File: src/rtl/inst_encoder_if.sv
`default_nettype none
// ============================================================================
//  Module      : inst_encoder_if
//  Description : Field-input and instruction-output handshake bundle for the
//                RV32I instruction encoder.
//  Revision    : 1.0 - initial release
// ============================================================================
interface inst_encoder_if #(
    parameter int ADDR_W = 8
) ();
    // Producer side: decoded fields
    logic              in_valid;
    logic              in_ready;
    logic [2:0]        fmt;
    logic [6:0]        opcode;
    logic [4:0]        rd;
    logic [4:0]        rs1;
    logic [4:0]        rs2;
    logic [2:0]        funct3;
    logic [6:0]        funct7;
    logic [31:0]       imm;
    // Consumer side: encoded words
    logic              out_valid;
    logic              out_ready;
    logic [31:0]       out_inst;
    logic [ADDR_W-1:0] out_addr;
    logic              out_err;
    logic [15:0]       err_count;

    // Encoder end of the bundle
    modport slave (
        input  in_valid, fmt, opcode, rd, rs1, rs2, funct3, funct7, imm, out_ready,
        output in_ready, out_valid, out_inst, out_addr, out_err, err_count
    );

    // Loader / memory end of the bundle
    modport master (
        output in_valid, fmt, opcode, rd, rs1, rs2, funct3, funct7, imm, out_ready,
        input  in_ready, out_valid, out_inst, out_addr, out_err, err_count
    );
endinterface
`default_nettype wire

File: src/rtl/inst_encoder.sv
`default_nettype none
// ============================================================================
//  Module      : inst_encoder
//  Description : Streaming RV32I instruction encoder. Range-checks the
//                immediate for the selected format, packs the fields into a
//                32-bit word (NOP on illegal encodings) and tags each word
//                with a sequential write address. One registered output stage.
//  Revision    : 1.0 - initial release
// ============================================================================
module inst_encoder #(
    parameter int ADDR_W = 8
) (
    input  wire logic          clk,
    input  wire logic          rst,
    inst_encoder_if.slave      bus
);

    localparam logic [31:0] c_NOP      = 32'h0000_0013;
    localparam logic [15:0] c_ERR_MAX  = 16'hFFFF;

    localparam logic [2:0]  c_FMT_R    = 3'd0;
    localparam logic [2:0]  c_FMT_I    = 3'd1;
    localparam logic [2:0]  c_FMT_S    = 3'd2;
    localparam logic [2:0]  c_FMT_B    = 3'd3;
    localparam logic [2:0]  c_FMT_U    = 3'd4;
    localparam logic [2:0]  c_FMT_J    = 3'd5;

    localparam logic [0:0]  c_EMPTY    = 1'b0;
    localparam logic [0:0]  c_FULL     = 1'b1;

    logic [0:0]        r_state;
    logic [31:0]       r_out_inst;
    logic [ADDR_W-1:0] r_out_addr;
    logic              r_out_err;
    logic [15:0]       r_err_count;
    logic [ADDR_W-1:0] r_addr_cnt;

    logic              w_in_ready;
    logic              w_accept;
    logic [31:0]       w_packed;
    logic              w_illegal;
    logic [31:0]       w_inst;
    logic              w_sx_11;
    logic              w_sx_12;
    logic              w_sx_20;

    // Upper immediate bits must be pure sign extension of the encodable field
    assign w_sx_11 = (&bus.imm[31:11]) | ~(|bus.imm[31:11]);
    assign w_sx_12 = (&bus.imm[31:12]) | ~(|bus.imm[31:12]);
    assign w_sx_20 = (&bus.imm[31:20]) | ~(|bus.imm[31:20]);

    // Ready depends only on the output register and the consumer, never on in_valid
    assign w_in_ready = (r_state == c_EMPTY) || bus.out_ready;
    assign w_accept   = bus.in_valid && w_in_ready;

    // Format-specific bit packing and legality check
    always_comb begin
        w_packed  = 32'd0;
        w_illegal = 1'b0;
        case (bus.fmt)
            c_FMT_R: begin
                w_packed = {bus.funct7, bus.rs2, bus.rs1, bus.funct3, bus.rd, bus.opcode};
            end
            c_FMT_I: begin
                w_packed  = {bus.imm[11:0], bus.rs1, bus.funct3, bus.rd, bus.opcode};
                w_illegal = ~w_sx_11;
            end
            c_FMT_S: begin
                w_packed  = {bus.imm[11:5], bus.rs2, bus.rs1, bus.funct3,
                             bus.imm[4:0], bus.opcode};
                w_illegal = ~w_sx_11;
            end
            c_FMT_B: begin
                w_packed  = {bus.imm[12], bus.imm[10:5], bus.rs2, bus.rs1, bus.funct3,
                             bus.imm[4:1], bus.imm[11], bus.opcode};
                w_illegal = ~w_sx_12 | bus.imm[0];
            end
            c_FMT_U: begin
                w_packed  = {bus.imm[31:12], bus.rd, bus.opcode};
                w_illegal = |bus.imm[11:0];
            end
            c_FMT_J: begin
                w_packed  = {bus.imm[20], bus.imm[10:1], bus.imm[11], bus.imm[19:12],
                             bus.rd, bus.opcode};
                w_illegal = ~w_sx_20 | bus.imm[0];
            end
            default: begin
                w_illegal = 1'b1;
            end
        endcase
    end

    assign w_inst = w_illegal ? c_NOP : w_packed;

    // Output register FSM: capture on accept, drain when consumer takes the word
    always_ff @(posedge clk) begin
        if (rst) begin
            r_state     <= c_EMPTY;
            r_out_inst  <= 32'd0;
            r_out_addr  <= '0;
            r_out_err   <= 1'b0;
            r_err_count <= 16'd0;
            r_addr_cnt  <= '0;
        end else begin
            case (r_state)
                c_EMPTY: begin
                    if (w_accept) begin
                        r_state <= c_FULL;
                    end
                end
                default: begin
                    if (bus.out_ready && !w_accept) begin
                        r_state <= c_EMPTY;
                    end
                end
            endcase
            if (w_accept) begin
                r_out_inst <= w_inst;
                r_out_addr <= r_addr_cnt;
                r_out_err  <= w_illegal;
                r_addr_cnt <= r_addr_cnt + ADDR_W'(1);
                if (w_illegal && (r_err_count != c_ERR_MAX)) begin
                    r_err_count <= r_err_count + 16'd1;
                end
            end
        end
    end

    assign bus.in_ready  = w_in_ready;
    assign bus.out_valid = (r_state == c_FULL);
    assign bus.out_inst  = r_out_inst;
    assign bus.out_addr  = r_out_addr;
    assign bus.out_err   = r_out_err;
    assign bus.err_count = r_err_count;

endmodule
`default_nettype wire

File: src/flat_wrapper.sv
// flat-port wrapper written by rule: the top's interface ports become plain ports
module inst_encoder_flat 
#(
    parameter int ADDR_W = 8
)
  (clk, rst, bus_in_valid, bus_fmt, bus_opcode, bus_rd, bus_rs1, bus_rs2, bus_funct3, bus_funct7, bus_imm, bus_out_ready, bus_in_ready, bus_out_valid, bus_out_inst, bus_out_addr, bus_out_err, bus_err_count);
  inst_encoder_if #(.ADDR_W(ADDR_W)) bus_i ();
  input  wire logic clk;
  input  wire logic rst;
  input wire logic [$bits(bus_i.in_valid)-1:0] bus_in_valid;
  input wire logic [$bits(bus_i.fmt)-1:0] bus_fmt;
  input wire logic [$bits(bus_i.opcode)-1:0] bus_opcode;
  input wire logic [$bits(bus_i.rd)-1:0] bus_rd;
  input wire logic [$bits(bus_i.rs1)-1:0] bus_rs1;
  input wire logic [$bits(bus_i.rs2)-1:0] bus_rs2;
  input wire logic [$bits(bus_i.funct3)-1:0] bus_funct3;
  input wire logic [$bits(bus_i.funct7)-1:0] bus_funct7;
  input wire logic [$bits(bus_i.imm)-1:0] bus_imm;
  input wire logic [$bits(bus_i.out_ready)-1:0] bus_out_ready;
  output wire logic [$bits(bus_i.in_ready)-1:0] bus_in_ready;
  output wire logic [$bits(bus_i.out_valid)-1:0] bus_out_valid;
  output wire logic [$bits(bus_i.out_inst)-1:0] bus_out_inst;
  output wire logic [$bits(bus_i.out_addr)-1:0] bus_out_addr;
  output wire logic [$bits(bus_i.out_err)-1:0] bus_out_err;
  output wire logic [$bits(bus_i.err_count)-1:0] bus_err_count;
  assign bus_i.in_valid = bus_in_valid;
  assign bus_i.fmt = bus_fmt;
  assign bus_i.opcode = bus_opcode;
  assign bus_i.rd = bus_rd;
  assign bus_i.rs1 = bus_rs1;
  assign bus_i.rs2 = bus_rs2;
  assign bus_i.funct3 = bus_funct3;
  assign bus_i.funct7 = bus_funct7;
  assign bus_i.imm = bus_imm;
  assign bus_i.out_ready = bus_out_ready;
  assign bus_in_ready = bus_i.in_ready;
  assign bus_out_valid = bus_i.out_valid;
  assign bus_out_inst = bus_i.out_inst;
  assign bus_out_addr = bus_i.out_addr;
  assign bus_out_err = bus_i.out_err;
  assign bus_err_count = bus_i.err_count;
  inst_encoder #(.ADDR_W(ADDR_W)) u_core (.clk(clk), .rst(rst), .bus(bus_i));
endmodule
File: config.mk
export PLATFORM = sky130hd
export DESIGN_NAME = inst_encoder_flat
export DESIGN_NICKNAME = d
export VERILOG_FILES = /design/src/rtl/inst_encoder_if.sv /design/src/rtl/inst_encoder.sv /design/src/flat_wrapper.sv
export SDC_FILE = /design/constraint.sdc
export NUM_CORES = 1
export LEC_CHECK = 0
export ABC_AREA = 0
export CAP_MARGIN = 40
export CORE_ASPECT_RATIO = 0.5
export CORE_UTILIZATION = 39
export DETAILED_ROUTE_END_ITERATION = 6
export GPL_ROUTABILITY_DRIVEN = 0
export GPL_TIMING_DRIVEN = 1
export PLACE_DENSITY_LB_ADDON = 0.25
export SYNTH_ARGS = -nofsm -noshare
export SYNTH_HDL_FRONTEND = slang
export SYNTH_SLANG_ARGS = --single-unit
File: constraint.sdc
create_clock -name clk -period 2.3 [get_ports clk]
set_input_delay 0.69 -clock clk [delete_from_list [all_inputs] [get_ports clk]]
set_output_delay 0.69 -clock clk [all_outputs]
set_load 0.005 [all_outputs]
## Word-level counts from Yosys, hierarchy flattened

Cells that the tools add are included.

- Add/sub/neg operators: 2
- Equality and inequality tests: 6
- Muxes and demuxes: 6
- Bitwise logic cells: 12
- Reduce and logical (&&, ||, !) cells: 15

Operators by type and width:

| operator | number |
|---|---|
| $pmux W32 S6 | 1 |
| $mux W32 | 1 |
| $reduce_or A12 Y1 | 2 |
| $reduce_and A21 Y1 | 1 |
| $reduce_or A21 Y1 | 1 |
| $reduce_and A20 Y1 | 1 |
| $reduce_or A20 Y1 | 1 |
| $add A16 B1 Y16 const B | 1 |
| $ne A16 B16 Y1 const B | 1 |
| $reduce_and A12 Y1 | 1 |
| $add A8 B1 Y8 const B | 1 |
| $not A1 Y1 | 7 |
| $eq A3 B2 Y1 const B | 2 |
| $eq A3 B3 Y1 const B | 2 |
| $or A1 B1 Y1 | 5 |
| $pmux W1 S5 | 1 |
| $eq A3 B1 Y1 const B | 1 |
| $logic_and A1 B1 Y1 | 3 |
| $logic_not A3 Y1 | 1 |
| $mux W1 | 3 |
| $reduce_and A2 Y1 | 1 |
| $reduce_or A2 Y1 | 1 |
| $logic_not A1 Y1 | 1 |
| $logic_or A1 B1 Y1 | 1 |

- Bits in registers: 66
- Input port bits: 71
- Output and inout bits: 59
- Logic and storage cells: 47

## Logic depth before layout (Yosys ltp)

- Word-level depth: 8
- Mapped depth: 10
- Depth with buffers taken out: 7

## Worst setup path after synthesis

OpenSTA, ideal clock, no wires.

- Kind: input-to-reg
- Start point: input bus_imm[5]
- End point: register u_core.r_err_count[0], in the netlist u_core.bus.err_count[0]
- Library setup time: 0.123 ns
- Data arrival time: 2.266 ns
- Data required time: 2.177 ns
- Setup slack: -0.089 ns
- Stages: 8
- Path buffers: 1
- Cell sequence: or4_1 nor4_1 nand4_1 o311ai_1 and2_4 buf_6 nor3_2 mux2_1

- Cells in the longest elaborated chain, start to end: 4

Ends and longest elaborated chain:

| element | line | text |
|---|---|---|
| from (decl) | flat_wrapper.sv:18 | `input wire logic [$bits(bus_i.imm)-1:0] bus_imm;` |
| $reduce_or A12 Y1 | inst_encoder.sv:80 | `w_illegal = \|bus.imm[11:0];` |
| $pmux W1 S5 | inst_encoder.sv:60 | `case (bus.fmt)` |
| $logic_and A1 B1 Y1 | inst_encoder.sv:122 | `if (w_illegal && (r_err_count != c_ERR_MAX)) begin` |
| $reduce_and A2 Y1 (no line) | n/a |  |
| to (signal assigned) | inst_encoder.sv:123 | `r_err_count <= r_err_count + 16'd1;` |
| to (decl) | inst_encoder.sv:35 | `logic [15:0] r_err_count;` |

No other way between the ends.
A chain may end at the register's enable or synchronous reset.

## Worst setup path in the final report

- Start point: input bus_fmt[1]
- End point: register u_core.r_err_count[13], in the netlist u_core.bus.err_count[13]

- Cells in the longest elaborated chain, start to end: 5
- Elaborated cells between the ends (all ways): 10
- Classes of those cells: 5 x eq/ne; 1 x mux; 4 x reduce/logical

Ends and longest elaborated chain:

| element | line | text |
|---|---|---|
| from (decl) | flat_wrapper.sv:11 | `input wire logic [$bits(bus_i.fmt)-1:0] bus_fmt;` |
| $eq A3 B1 Y1 / $eq A3 B2 Y1 (equally long branches) | inst_encoder.sv:60 |  |
| $reduce_or A2 Y1 (no line) | n/a |  |
| $pmux W1 S5 (*) | inst_encoder.sv:60 |  |
| $logic_and A1 B1 Y1 (*) | inst_encoder.sv:122 |  |
| $reduce_and A2 Y1 (no line) (*) | n/a |  |

Mark *: on every way between the ends. The rest lies on a longest branch, timed or not.

==> out/results.tsv <==
metric	value	unit
finalCoreUtilization	69.5	%
pre_cts_slack	-0.770	ns
outcome	finished, violations left	
cts.htree.levels	3	
cts_tree	built	
fmax	433	MHz
ir_drop	0.000461	V
grt_usage	24.6	%
grt_pass1_wl	17.4	mm
start_util	41.4	%
finClkSkew	0.00583	ns
num_rows	23	
fin_crit_sh	100	%
synth_simple_gate_area_share	25.3	%
slew_viol_final	0	
critPathMaxFanout	8	
hold_viol	0	
syn_nets	476	
setup_viol	3	
syn_to_final_growth	67.6	%
cts_sinks	66	
max_slew_margin	70.7	%
die_area	9150	sq um
ctsLongestPathBuffers	2	
seq_area_frac_synth	38.7	%
muxShareOfSynthArea	4.55	%
rsz0062_at_grt	true	
arrival	2.57	ns
synth_warnings	0	
synthArstFlopShare	0	%
antenna_found_initial	0	
dr.pass1.iters	5	
most-common-layout-cells	94 x clkdlybuf4s50_1, 66 x dfxtp_1, 61 x buf_4	
setup_ws	-0.00773	ns
cts_buffers	9	
synth_edf_count	0	
fp.dieW	134	microns
post_drt_via_cell_ratio	5.48	
io_pins	130	
hold_class	register to register	
grt_max_degree	24	
power.leakage	2.20	nW
port_buffers	129	
synth-seq-cells	66	
drtIter0Drc	277	
syn_area	3410	sq um
netlist.area_leader.share	38.7	%
powerDensity	586	nW/um^2
cp-start-kind	input pin	
whs	0.449	ns
clockRootBuffer	clkbuf_16	
antenna_cells	0	
synth_top_area_cell	dfxtp_1	
totalWireLength	11.2	mm
drcViolationCount	0	
worstPathRequired	2.56	ns
synthXorXnorAreaFrac	1.54	%
grt_overflow_total	0	
mostFrequentLayoutCell	clkdlybuf4s50_1	
synth_compound_area_share	24.2	%
whs_path_depth	2	
fin_nets	653	
violations	negative setup slack	
reg2regPathDepth	7	
synth_top_family_by_area	simple AND/OR/NAND/NOR gates	
ys.flop_type	dfxtp_1	
wl_per_cell	16.0	microns
cap_violations	0	
drive_above_1_share	27.4	%
detail-route-antenna-nets	0	
synth.distinct_cells	55	
die_h	68.1	microns
tightest_slew	0.437	ns
clock_latency	0.34	ns
core	8230	sq um
end_kind	register	
synthAdderAreaFrac	0.734	%
worstSetupPathType	input pin to register	
grt_pass1_vias	3601	
dp.final_hpwl	7.76	mm
clkTransAtPathRegs	0.06	ns
layout_min_cycle_time	2.31	ns
synth_area_leaders	dfxtp_1 39%, nand2_1 5.4%, a21oi_1 4.8%	
syn_inst	403	
vias	3817	
avgSynthCellArea	8.46	sq um
==> cell families (layout without fill, tap and decap cells) <==
kind of cell | Yosys count | after routing
compound gates | 116 | 117
mux | 15 | 15
xor+xnor | 6 | 6
fa+ha+maj | 2 | 2
flops | 66 | 66
buf+inv | 34 | 214
simple gates | 164 | 165
==> routing by layer <==
layer / vias up / GRT usage (%) / wire length (microns) / share of wire, %
li1: 1866 / - / - / -
met1: 1824 / 32.4 / 5220 / 47
met2: 115 / 39.4 / 5060 / 45
met3: 12 / 7.04 / 753 / 6.7
met4: 0 / 8.01 / 149 / 1.3
met5: - / 0 / 0 / 0
==> worst max-delay path, stage by stage <==
cell	delay (ns)
buf_4	0.14
buf_4	0.13
xnor2_1	0.14
nor3_1	0.18
o21ai_0	0.14
o211a_1	0.21
and2_4	0.19
buf_12	0.13
or4_4	0.46
a21oi_1	0.15
==> sequential cells by signal, indices dropped and copies added (netlist names) <==
register and flops:
u_core.bus.out_valid 1, u_core.bus.out_err 1, u_core.bus.out_addr 8, u_core.r_addr_cnt 8, u_core.bus.err_count 16, u_core.bus.out_inst 32
==> final timing paths <==
| path | start | to | slack (ns) |
|---|---|---|---|
| worst max-delay path | bus_fmt[1] | u_core.bus.err_count[13] | -0.008 |
| worst min-delay path | u_core.bus.out_inst[23] | u_core.bus.out_inst[23] | 0.45 |
| worst max register to register | u_core.bus.err_count[5] | u_core.bus.err_count[5] | 0.20 |
| worst min register to register | u_core.bus.out_inst[23] | u_core.bus.out_inst[23] | 0.45 |
==> final cells by class <==
type,count,area [sq um]
fill,669,2510
multi-input combinational,305,2180
timing repair buffer,193,1710
sequential,66,1320
clock buffer,9,225
tap,112,140
clock inverter,7,118
inverter,5,18.8
==> per-stage QoR <==
stage,cell area (sq um),TNS (ns),total power (W),instances
floorplan,3430,-0.451,0.00144,403
global placement,5160,-31.27,0.00174,671
detailed placement,5160,-33.35,0.00175,671
CTS,5690,-1.34,0.00335,695
global route,5720,-1.23,0.00346,697
finish,5720,-0.0209,0.00335,697
==> repair_timing <==
item / CTS / global route
resized for setup: 101 / 50
endpoints found under the setup margin: 50 / 49
hold buffers: 0 / 0
setup buffers: 7 / 1
gates cloned: 1 / 1
pin swaps: 33 / 32
==> power by group <==
group | switching (W) | leakage (nW) | internal [W]
Sequential | 0.0000238 | 0.536 | 0.00118
Combinational | 0.000263 | 1.49 | 0.000294
Clock | 0.000533 | 0.169 | 0.00106
Total | 0.000820 | 2.20 | 0.00253
==> synth_stat cells, types with 5 or more instances <==
cell,n
mux2i_1,11
nor2b_1,5
a211oi_2,6
dfxtp_1,66
nand3_1,9
nand2_1,49
and3_1,8
nor4_2,5
nand4_1,15
a22oi_1,17
inv_1,5
a22o_1,6
a21oi_1,33
o21ai_1,9
nor3_1,6
o31ai_1,9
a211oi_1,6
or4_1,10
nor4_1,5
nor2_1,36
o22ai_1,6
clkbuf_1,20
o21ai_0,5
Note: power is estimated with default switching activity, not from simulation.
